[src/rtl/riscv_hart.sv]
// Multi-cycle RV32I hart: FETCH -> EXEC -> (LOAD) -> FETCH.
// Talks to a 1-cycle synchronous instruction ROM and word-wide data RAM.
module riscv_hart #(
  parameter int XLEN       = 32,
  parameter int ADDR_WIDTH = 32
) (
  input  logic                  clk,
  input  logic                  rst,
  input  logic [31:0]           instruction,
  output logic [ADDR_WIDTH-1:0] pc,
  input  logic [XLEN-1:0]       mem_read,
  output logic [ADDR_WIDTH-1:0] mem_addr,
  output logic [XLEN-1:0]       mem_data,
  output logic                  mem_write
);

  typedef enum logic [1:0] {
    FETCH = 2'd0,
    EXEC  = 2'd1,
    LOAD  = 2'd2
  } state_t;

  state_t state, next_state;

  logic [ADDR_WIDTH-1:0] pc_q, next_pc;
  logic [ADDR_WIDTH-1:0] addr_q;
  logic [4:0]            ld_rd;
  logic [2:0]            ld_f3;
  logic [XLEN-1:0]       regs [32];

  logic [6:0] opcode;
  logic [4:0] rd, rs1, rs2;
  logic [2:0] f3;
  logic       f7b;

  assign opcode = instruction[6:0];
  assign rd     = instruction[11:7];
  assign f3     = instruction[14:12];
  assign rs1    = instruction[19:15];
  assign rs2    = instruction[24:20];
  assign f7b    = instruction[30];

  logic [XLEN-1:0] imm_i, imm_s, imm_b, imm_u, imm_j;

  assign imm_i = XLEN'($signed(instruction[31:20]));
  assign imm_s = XLEN'($signed({instruction[31:25],
                                instruction[11:7]}));
  assign imm_b = XLEN'($signed({instruction[31],
                                instruction[7],
                                instruction[30:25],
                                instruction[11:8],
                                1'b0}));
  assign imm_u = XLEN'($signed({instruction[31:12],
                                12'b0}));
  assign imm_j = XLEN'($signed({instruction[31],
                                instruction[19:12],
                                instruction[20],
                                instruction[30:21],
                                1'b0}));

  logic is_lui, is_auipc, is_jal, is_jalr;
  logic is_branch, is_load, is_store;
  logic is_opimm, is_op;

  assign is_lui    = opcode == 7'h37;
  assign is_auipc  = opcode == 7'h17;
  assign is_jal    = opcode == 7'h6f;
  assign is_jalr   = opcode == 7'h67;
  assign is_branch = opcode == 7'h63;
  assign is_load   = opcode == 7'h03;
  assign is_store  = opcode == 7'h23;
  assign is_opimm  = opcode == 7'h13;
  assign is_op     = opcode == 7'h33;

  logic [XLEN-1:0] rv1, rv2;

  assign rv1 = (rs1 == 5'd0) ? '0 : regs[rs1];
  assign rv2 = (rs2 == 5'd0) ? '0 : regs[rs2];

  logic [XLEN-1:0] alu_b, alu_y;
  logic [4:0]      shamt;
  logic            lt_s, lt_u, eq;

  assign alu_b = is_op ? rv2 : imm_i;
  assign shamt = alu_b[4:0];
  assign lt_s  = $signed(rv1) < $signed(alu_b);
  assign lt_u  = rv1 < alu_b;
  assign eq    = rv1 == rv2;

  always_comb begin
    alu_y = '0;
    case (f3)
      3'b000: alu_y = (is_op && f7b) ? rv1 - alu_b
                                     : rv1 + alu_b;
      3'b001: alu_y = rv1 << shamt;
      3'b010: alu_y = XLEN'(lt_s);
      3'b011: alu_y = XLEN'(lt_u);
      3'b100: alu_y = rv1 ^ alu_b;
      3'b101: alu_y = f7b ? XLEN'($signed(rv1) >>> shamt)
                          : rv1 >> shamt;
      3'b110: alu_y = rv1 | alu_b;
      default: alu_y = rv1 & alu_b;
    endcase
  end

  // Branches compare rs1 against rs2, not the immediate.
  logic br_lt_s, br_lt_u, taken;

  assign br_lt_s = $signed(rv1) < $signed(rv2);
  assign br_lt_u = rv1 < rv2;

  always_comb begin
    taken = 1'b0;
    case (f3)
      3'b000: taken = eq;
      3'b001: taken = !eq;
      3'b100: taken = br_lt_s;
      3'b101: taken = !br_lt_s;
      3'b110: taken = br_lt_u;
      3'b111: taken = !br_lt_u;
      default: taken = 1'b0;
    endcase
  end

  logic [15:0]     lane;
  logic [XLEN-1:0] ld_val;

  assign lane = 16'(mem_read >> {addr_q[1:0], 3'b000});

  always_comb begin
    ld_val = mem_read;
    case (ld_f3)
      3'b000: ld_val = XLEN'($signed(lane[7:0]));
      3'b001: ld_val = XLEN'($signed(lane));
      3'b100: ld_val = XLEN'(lane[7:0]);
      3'b101: ld_val = XLEN'(lane);
      default: ld_val = mem_read;
    endcase
  end

  logic [ADDR_WIDTH-1:0] pc_inc;
  logic [XLEN-1:0]       ea_i, ea_s;
  logic                  wr_en;
  logic [4:0]            wr_rd;
  logic [XLEN-1:0]       wr_data;

  assign pc_inc = pc_q + ADDR_WIDTH'(4);
  assign ea_i   = rv1 + imm_i;
  assign ea_s   = rv1 + imm_s;

  always_comb begin
    next_state = state;
    next_pc    = pc_q;
    wr_en      = 1'b0;
    wr_rd      = rd;
    wr_data    = '0;
    mem_addr   = '0;
    mem_data   = '0;
    mem_write  = 1'b0;
    case (state)
      FETCH: next_state = EXEC;
      EXEC: begin
        next_state = FETCH;
        next_pc    = pc_inc;
        unique case (1'b1)
          is_lui: begin
            wr_en   = 1'b1;
            wr_data = imm_u;
          end
          is_auipc: begin
            wr_en   = 1'b1;
            wr_data = XLEN'(pc_q) + imm_u;
          end
          is_jal: begin
            wr_en   = 1'b1;
            wr_data = XLEN'(pc_inc);
            next_pc = pc_q + ADDR_WIDTH'(imm_j);
          end
          is_jalr: begin
            wr_en   = 1'b1;
            wr_data = XLEN'(pc_inc);
            next_pc = ADDR_WIDTH'(ea_i & ~XLEN'(1));
          end
          is_branch: begin
            if (taken)
              next_pc = pc_q + ADDR_WIDTH'(imm_b);
          end
          is_load: begin
            mem_addr   = ADDR_WIDTH'(ea_i);
            next_state = LOAD;
            next_pc    = pc_q;
          end
          is_store: begin
            // Word-only RAM: SB/SH retire without writing.
            if (f3 == 3'b010) begin
              mem_addr  = ADDR_WIDTH'(ea_s);
              mem_data  = rv2;
              mem_write = 1'b1;
            end
          end
          is_opimm, is_op: begin
            wr_en   = 1'b1;
            wr_data = alu_y;
          end
          default: ;
        endcase
      end
      LOAD: begin
        mem_addr   = addr_q;
        wr_en      = 1'b1;
        wr_rd      = ld_rd;
        wr_data    = ld_val;
        next_pc    = pc_inc;
        next_state = FETCH;
      end
      default: next_state = FETCH;
    endcase
  end

  always_ff @(posedge clk or negedge rst) begin
    if (!rst) begin
      state  <= FETCH;
      pc_q   <= '0;
      addr_q <= '0;
      ld_rd  <= '0;
      ld_f3  <= '0;
    end else begin
      state <= next_state;
      pc_q  <= next_pc;
      if (state == EXEC && is_load) begin
        addr_q <= ADDR_WIDTH'(ea_i);
        ld_rd  <= rd;
        ld_f3  <= f3;
      end
    end
  end

  always_ff @(posedge clk or negedge rst) begin
    if (!rst) begin
      for (int i = 0; i < 32; i++)
        regs[i] <= '0;
    end else if (wr_en && wr_rd != 5'd0) begin
      regs[wr_rd] <= wr_data;
    end
  end

  assign pc = pc_q;

endmodule

[config.mk]
export PLATFORM = sky130hd
export DESIGN_NAME = riscv_hart
export DESIGN_NICKNAME = d
export VERILOG_FILES = /design/src/rtl/riscv_hart.sv
export SDC_FILE = /design/constraint.sdc
export NUM_CORES = 2
export LEC_CHECK = 0
export BUFFER_PORTS_ARGS = -buffer_cell sky130_fd_sc_hd__buf_2
export CORE_MARGIN = 3
export CORE_UTILIZATION = 54
export DETAILED_ROUTE_END_ITERATION = 16
export PLACE_DENSITY = 0.7
export RECOVER_POWER = 50
export REMOVE_ABC_BUFFERS = 1
export SYNTH_ARGS = -nofsm -noshare
export SYNTH_HDL_FRONTEND = slang
export SYNTH_SLANG_ARGS = --single-unit
[constraint.sdc]
create_clock -name clk -period 14.25 [get_ports clk]
set_input_delay 2.85 -clock clk [delete_from_list [all_inputs] [get_ports clk]]
set_output_delay 2.85 -clock clk [all_outputs]
set_load 0.1 [all_outputs]
### Yosys cells after proc, flatten, opt, wreduce, memory -nomap -nowiden

Index checks and enable logic that the tools add are counted.

* $add $sub $neg: 8
* $lt $le $gt $ge: 8
* equality and inequality tests: 23
* shift-type cells: 4
* mux-type cells: 36
* bitwise operators: 6
* reductions and logical operators: 18

Operators by type and width (count)
* 1024-bit bitwise mux: 1
* 32-bit two-way mux: 15
* 32-bit one-hot mux with 4 select lines: 3
* 32-bit binary-select mux with 5-bit select: 2
* 32-bit one-hot mux with 2 select lines: 4
* 32-bit one-hot mux with 7 select lines: 1
* 32-bit adder: 6
* 32-bit demux with 5-bit select: 1
* 32-bit less-than comparator: 4
* 32-bit by 3-bit adder with 32-bit output (second input constant): 1
* 32-bit AND: 1
* 32-bit == test: 1
* 32-bit OR: 1
* 32-bit by 5-bit left shift with 32-bit output: 1
* 32-bit by 5-bit >> shifter with 16-bit output: 1
* 32-bit by 5-bit >> shifter with 32-bit output: 1
* 32-bit by 5-bit >>> shifter with 32-bit output: 1
* 32-bit subtractor: 1
* 32-bit bitwise XOR: 1
* 7-bit by 6-bit == test with 1-bit output (second input constant): 3
* 7-bit == test (second input constant): 3
* 3-bit == test (second input constant): 6
* 6-bit >= comparator (second input constant): 3
* 5-bit inverter with 6-bit output: 3
* other kinds (24): 38

* flip-flop bits (word level): 1098
* input port bits: 66
* output and inout port bits: 97
* word-level logic and storage cells: 140

### Depth between registers and ports, before layout

* depth in word-level cells: 12
* mapped depth: 30
* depth with buffers taken out: 22

### Worst setup path before layout

No wires, ideal clock.

* path kind: input-to-output
* start point: in instruction[15]
* end point: out mem_addr[28]
* arrival time: 9139 ps
* slack: 2261 ps
* stages: 23
* buffers on the path: 6
* cells stage by stage: buf_6 buf_12 buf_6 buf_4 buf_4 mux2_2 a221oi_1 a32oi_1 o221ai_1 nor2_1 ha_1 clkbuf_1 a21o_1 o21bai_1 a21o_1 a221o_1 a21o_1 a21o_1 a21oi_1 xnor2_1 and2_1 o31ai_1 a21boi_0

* word-level cells in the longest chain between the ends: 9
* elaborated cells between the ends (all ways): 11
* classes of those cells: add/sub (2); mux (7); bitwise (1); reduce/logical (1)

RTL lines
* from (decl): RTL line 9 `input logic [31:0] instruction,`
* 5-bit inverter with 6-bit output (not written as such): RTL line 77 `assign rv1 = (rs1 == 5'd0) ? '0 : regs[rs1];`
* 32-bit binary-select mux with 5-bit select: RTL line 77
* 32-bit two-way mux (not written as such) (2 in series): RTL line 77
* 32-bit two-way mux *: RTL line 77
* 32-bit adder: RTL line 149 `assign ea_s = rv1 + imm_s;`
* 32-bit two-way mux: RTL line 195 `if (f3 == 3'b010) begin`
* 32-bit one-hot mux with 2 select lines *: RTL line 165 `unique case (1'b1)`
* 32-bit one-hot mux with 2 select lines *: RTL line 160 `case (state)`
* to (decl): RTL line 12 `output logic [ADDR_WIDTH-1:0] mem_addr,`

Mark *: on every way between the ends. The rest lies on a longest branch, timed or not. The select of a mux whose other input is x is not followed.

### Final worst setup path

* start point: in instruction[15]
* end point: out mem_addr[27]

Same word-level chain as after synthesis.

==> reports/results.tsv <==
metric	value	unit
drtAntennaViolNets	0	
worst-path-buf-inv	5	
startpoint_type	input port	
timing.max_cap.violations	13	
hold_violations	0	
syn2layout_area_growth	7.73	%
worst_setup_hold_path_clk_slew	0.06	ns
antenna_found_initial	12	
crit_path_most_repeated_cell	sky130_fd_sc_hd__a21oi_1	
multi_input_comb_area	45500	um2
grt_first_pass_wirelength	502	mm
postCtsResizedCells	0	
dieHeight	383	um
post_cts_buffers	0	
firstDrtPassIters	6	
leakage	35.0	nW
top_cell_types_by_occurrence_after_synthesis	1459 x sky130_fd_sc_hd__nand2_1, 1237 x sky130_fd_sc_hd__o21ai_0, 1097 x sky130_fd_sc_hd__dfrtp_1, 582 x sky130_fd_sc_hd__clkbuf_1, 426 x sky130_fd_sc_hd__mux4_2	
count_of_h_tree_levels_built_during_cts	3	
reg2reg_from	regs[97]	
synthesis_warning_total	0	
tightest_slew	5.38	ns
timing.critical_path.max_delay_family	compound AO/OA/AOI/OAI gates	
ys_seq_area_frac	0.358	
via_count_of_the_first_global_routing_pass	70328	
maxClockFrequency	0.0786	GHz
place_congestion	1.16	
reg2regPathDepth	18	
initial_util	0.547	
nFillCells	12057	
worst-endpoint-required	11.40	ns
hold-path-cell-count	0	
worst_hold_path_type	reg -> reg	
clkLatencyLatePin	0.79	ns
hold_end	regs[1017]	
netlist_area	76700	um2
vdd.ir_drop.worst	132	uV
global_route.usage.total	0.472	
critPathCaptureType	primary output	
timing.clock.skew	0.0556	ns
maximum_number_of_buffers_from_clock_root_to_sink	3	
synth_area_leader_cell	sky130_fd_sc_hd__dfrtp_1	
synthDistinctLibCells	115	
drive_above_1_share	0.154	
hpwl	243	mm
die_width	383	um
postSynth.topFlopCell	sky130_fd_sc_hd__dfrtp_1	
cellPowerDensity	102	nW/um2
max_slew_margin	-2.59	
r2r_slack	6.54	ns
run_status	finished with violations	
syn_inst	8359	
synth_top_area_share	0.358	
finish.utilization	0.589	
cts-buffers-inserted	115	
drc_violations	0	
synth-edff-count	0	
average_size_of_a_mapped_cell	9.18	um2
ys_ff_latch	1097	
placeableCoreArea	140000	um2
cts-root-buf	sky130_fd_sc_hd__clkbuf_16	
routed_wirelength	351	mm
timing.critical_path.cells	buf_8 > buf_4 > mux4_2 > a221oi_1 > a21oi_1 > o2111ai_1 > inv_1 > ha_1 > a21oi_1 > o21ai_0 > a21oi_1 > inv_1 > a21oi_1 > xnor2_1 > a22oi_1 > o21ai_0 > and2_1 > buf_2	
fin_crit_share	0.892	
rsz_0062_raised_after_global_routing	false	
setup.worst_path.class	in -> out	
cp_arrival	9.87	ns
vias	72497	
drv_slew	1025	
synthArstFlopShare	1.00	
cts_hold_buffers	0	
critPathMaxStageDelay	0.82	ns
port_buffers	161	
critPathSlowestCell	sky130_fd_sc_hd__o2111ai_1	
crit-reg2reg-capture	regs[989]	
period_minus_slack	12.72	ns
setup_viol_count_final	0	
grt_max_degree	176	
vias_per_cell	7.23	
num-nets-final	8342	
synth_most_common_cell	sky130_fd_sc_hd__nand2_1	
tritoncts_clock_tree	done	
regArea	27500	um2
global_route.overflow_total	0	
setup_tns	0	ns
violations	capacitance limit, slew limit	
critPathMaxFanout	63	
ioPinCount	163	
hp-start	regs[1017]	
dr.first_iter.drc_count	9986	
die_area	147000	um2
top_area_cells_in_the_synthesized_netlist	sky130_fd_sc_hd__dfrtp_1 36%, sky130_fd_sc_hd__mux4_2 13%, sky130_fd_sc_hd__o21ai_0 8.1%	
wl_per_cell	35.0	um
clock_sink_count	1097	
number_of_placement_rows	137	
where the power goes:
part / internal [mW] / switching, mW / total (mW)
combinational: 0.536 / 1.35 / 1.89
clock: 1.87 / 1.41 / 3.28
sequential: 3.15 / 0.0891 / 3.23
metrics by stage:
step           hold slack [ns]  setup slack, ns  std cells  instance area (um2)  power, mW
2_1_floorplan            0.365             1.73       7547                73100       4.31
3_3_place_gp             0.377             1.88       9804                78600       5.12
3_5_place_dp             0.385             1.73       9804                78600       5.11
4_1_cts                  0.399             1.75      10020                82700       8.36
5_1_grt                  0.410             1.18      10022                82600       8.62
6_report                 0.403             1.53      10028                82600       8.40
registers in the layout, indices dropped and copies added (netlist names):
register	flops
state	2
regs	1024
pc	31
ld_f3	3
ld_rd	5
addr_q	32
worst register-to-register path: stages (launching register included):
cell and delay [ns]:
sky130_fd_sc_hd__dfrtp_1 0.41, sky130_fd_sc_hd__mux4_2 0.47, sky130_fd_sc_hd__mux2i_1 0.33, sky130_fd_sc_hd__o22a_1 0.19, sky130_fd_sc_hd__nand3_1 0.58, sky130_fd_sc_hd__a22o_2 0.68, sky130_fd_sc_hd__ha_1 0.43, sky130_fd_sc_hd__o21bai_1 0.12
sky130_fd_sc_hd__a21o_1 0.20, sky130_fd_sc_hd__a211oi_1 0.56, sky130_fd_sc_hd__o221ai_1 0.41, sky130_fd_sc_hd__a31o_2 0.41, sky130_fd_sc_hd__a311oi_1 0.37, sky130_fd_sc_hd__o31ai_1 0.16, sky130_fd_sc_hd__a31oi_1 0.34, sky130_fd_sc_hd__xnor2_1 0.34
sky130_fd_sc_hd__nor2_1 0.15, sky130_fd_sc_hd__o31ai_4 1.02, sky130_fd_sc_hd__o21ai_0 0.31
area by class of cell:
class                      instances  area share
inverter                         170     0.00772
clock buffer                     156      0.0395
timing repair buffer             382      0.0305
tap                             1876      0.0284
clock inverter                    60      0.0101
multi-input combinational       6280       0.551
sequential                      1097       0.332
antenna                            7    0.000212
layout by cell type (no fill, tap or decap), types with 34 or more instances in the layout:
cell type	count
sky130_fd_sc_hd__dfrtp_1	1097
sky130_fd_sc_hd__nand3_1	90
sky130_fd_sc_hd__nand2_1	1427
sky130_fd_sc_hd__o21ai_0	1229
sky130_fd_sc_hd__o21bai_1	36
sky130_fd_sc_hd__mux2_2	102
sky130_fd_sc_hd__nor2b_1	54
sky130_fd_sc_hd__o21a_1	44
sky130_fd_sc_hd__a31oi_1	46
sky130_fd_sc_hd__a22oi_1	65
sky130_fd_sc_hd__mux4_2	426
sky130_fd_sc_hd__o221ai_1	55
sky130_fd_sc_hd__mux2i_1	322
sky130_fd_sc_hd__nand2b_1	34
sky130_fd_sc_hd__buf_2	122
sky130_fd_sc_hd__xnor2_1	92
sky130_fd_sc_hd__a221oi_1	46
sky130_fd_sc_hd__o21ai_1	66
sky130_fd_sc_hd__nor3_1	106
sky130_fd_sc_hd__clkbuf_16	115
sky130_fd_sc_hd__and3_1	37
sky130_fd_sc_hd__xor2_1	51
sky130_fd_sc_hd__inv_1	158
sky130_fd_sc_hd__and2_1	52
sky130_fd_sc_hd__nand4_1	40
sky130_fd_sc_hd__ha_1	222
sky130_fd_sc_hd__a21o_1	89
sky130_fd_sc_hd__o22ai_1	117
sky130_fd_sc_hd__a21oi_1	414
sky130_fd_sc_hd__nor2_1	303
sky130_fd_sc_hd__a211oi_1	82
sky130_fd_sc_hd__clkbuf_1	57
sky130_fd_sc_hd__o211ai_1	54
sky130_fd_sc_hd__buf_4	203
sky130_fd_sc_hd__o31ai_1	80
per-layer routing:
layer | global-route usage | up-vias | share of wire
met2 | 0.707 | 5285 | 0.43
met5 | 0 | - | 0.00022
met1 | 0.573 | 35777 | 0.35
met4 | 0.376 | 10 | 0.099
met3 | 0.130 | 1400 | 0.12
li1 | - | 30025 | -
worst max path at each step:
| stage | start | end | slack (ns) | depth (start not counted) |
|---|---|---|---|---|
| finish | instruction[15] | mem_addr[27] | 1.53 | 18 |
| global route | rst | regs[278] | 1.18 | 3 |
| CTS | instruction[15] | mem_addr[28] | 1.75 | 21 |
| detailed placement | instruction[15] | mem_addr[28] | 1.73 | 21 |
| global placement | instruction[15] | mem_addr[28] | 1.88 | 21 |
| floorplan | instruction[17] | mem_addr[28] | 1.73 | 19 |
cells by family after synthesis:
logic type / count (synthesis) / synth area share
compound gates: 2739 / 0.220
buf+inv: 982 / 0.0552
fa+ha+maj: 230 / 0.0382
mux: 855 / 0.183
other cells: 1 / 0.0000489
xor+xnor: 143 / 0.0163
flops: 1097 / 0.358
simple gates: 2312 / 0.130
(Power assumes the default switching activity.)
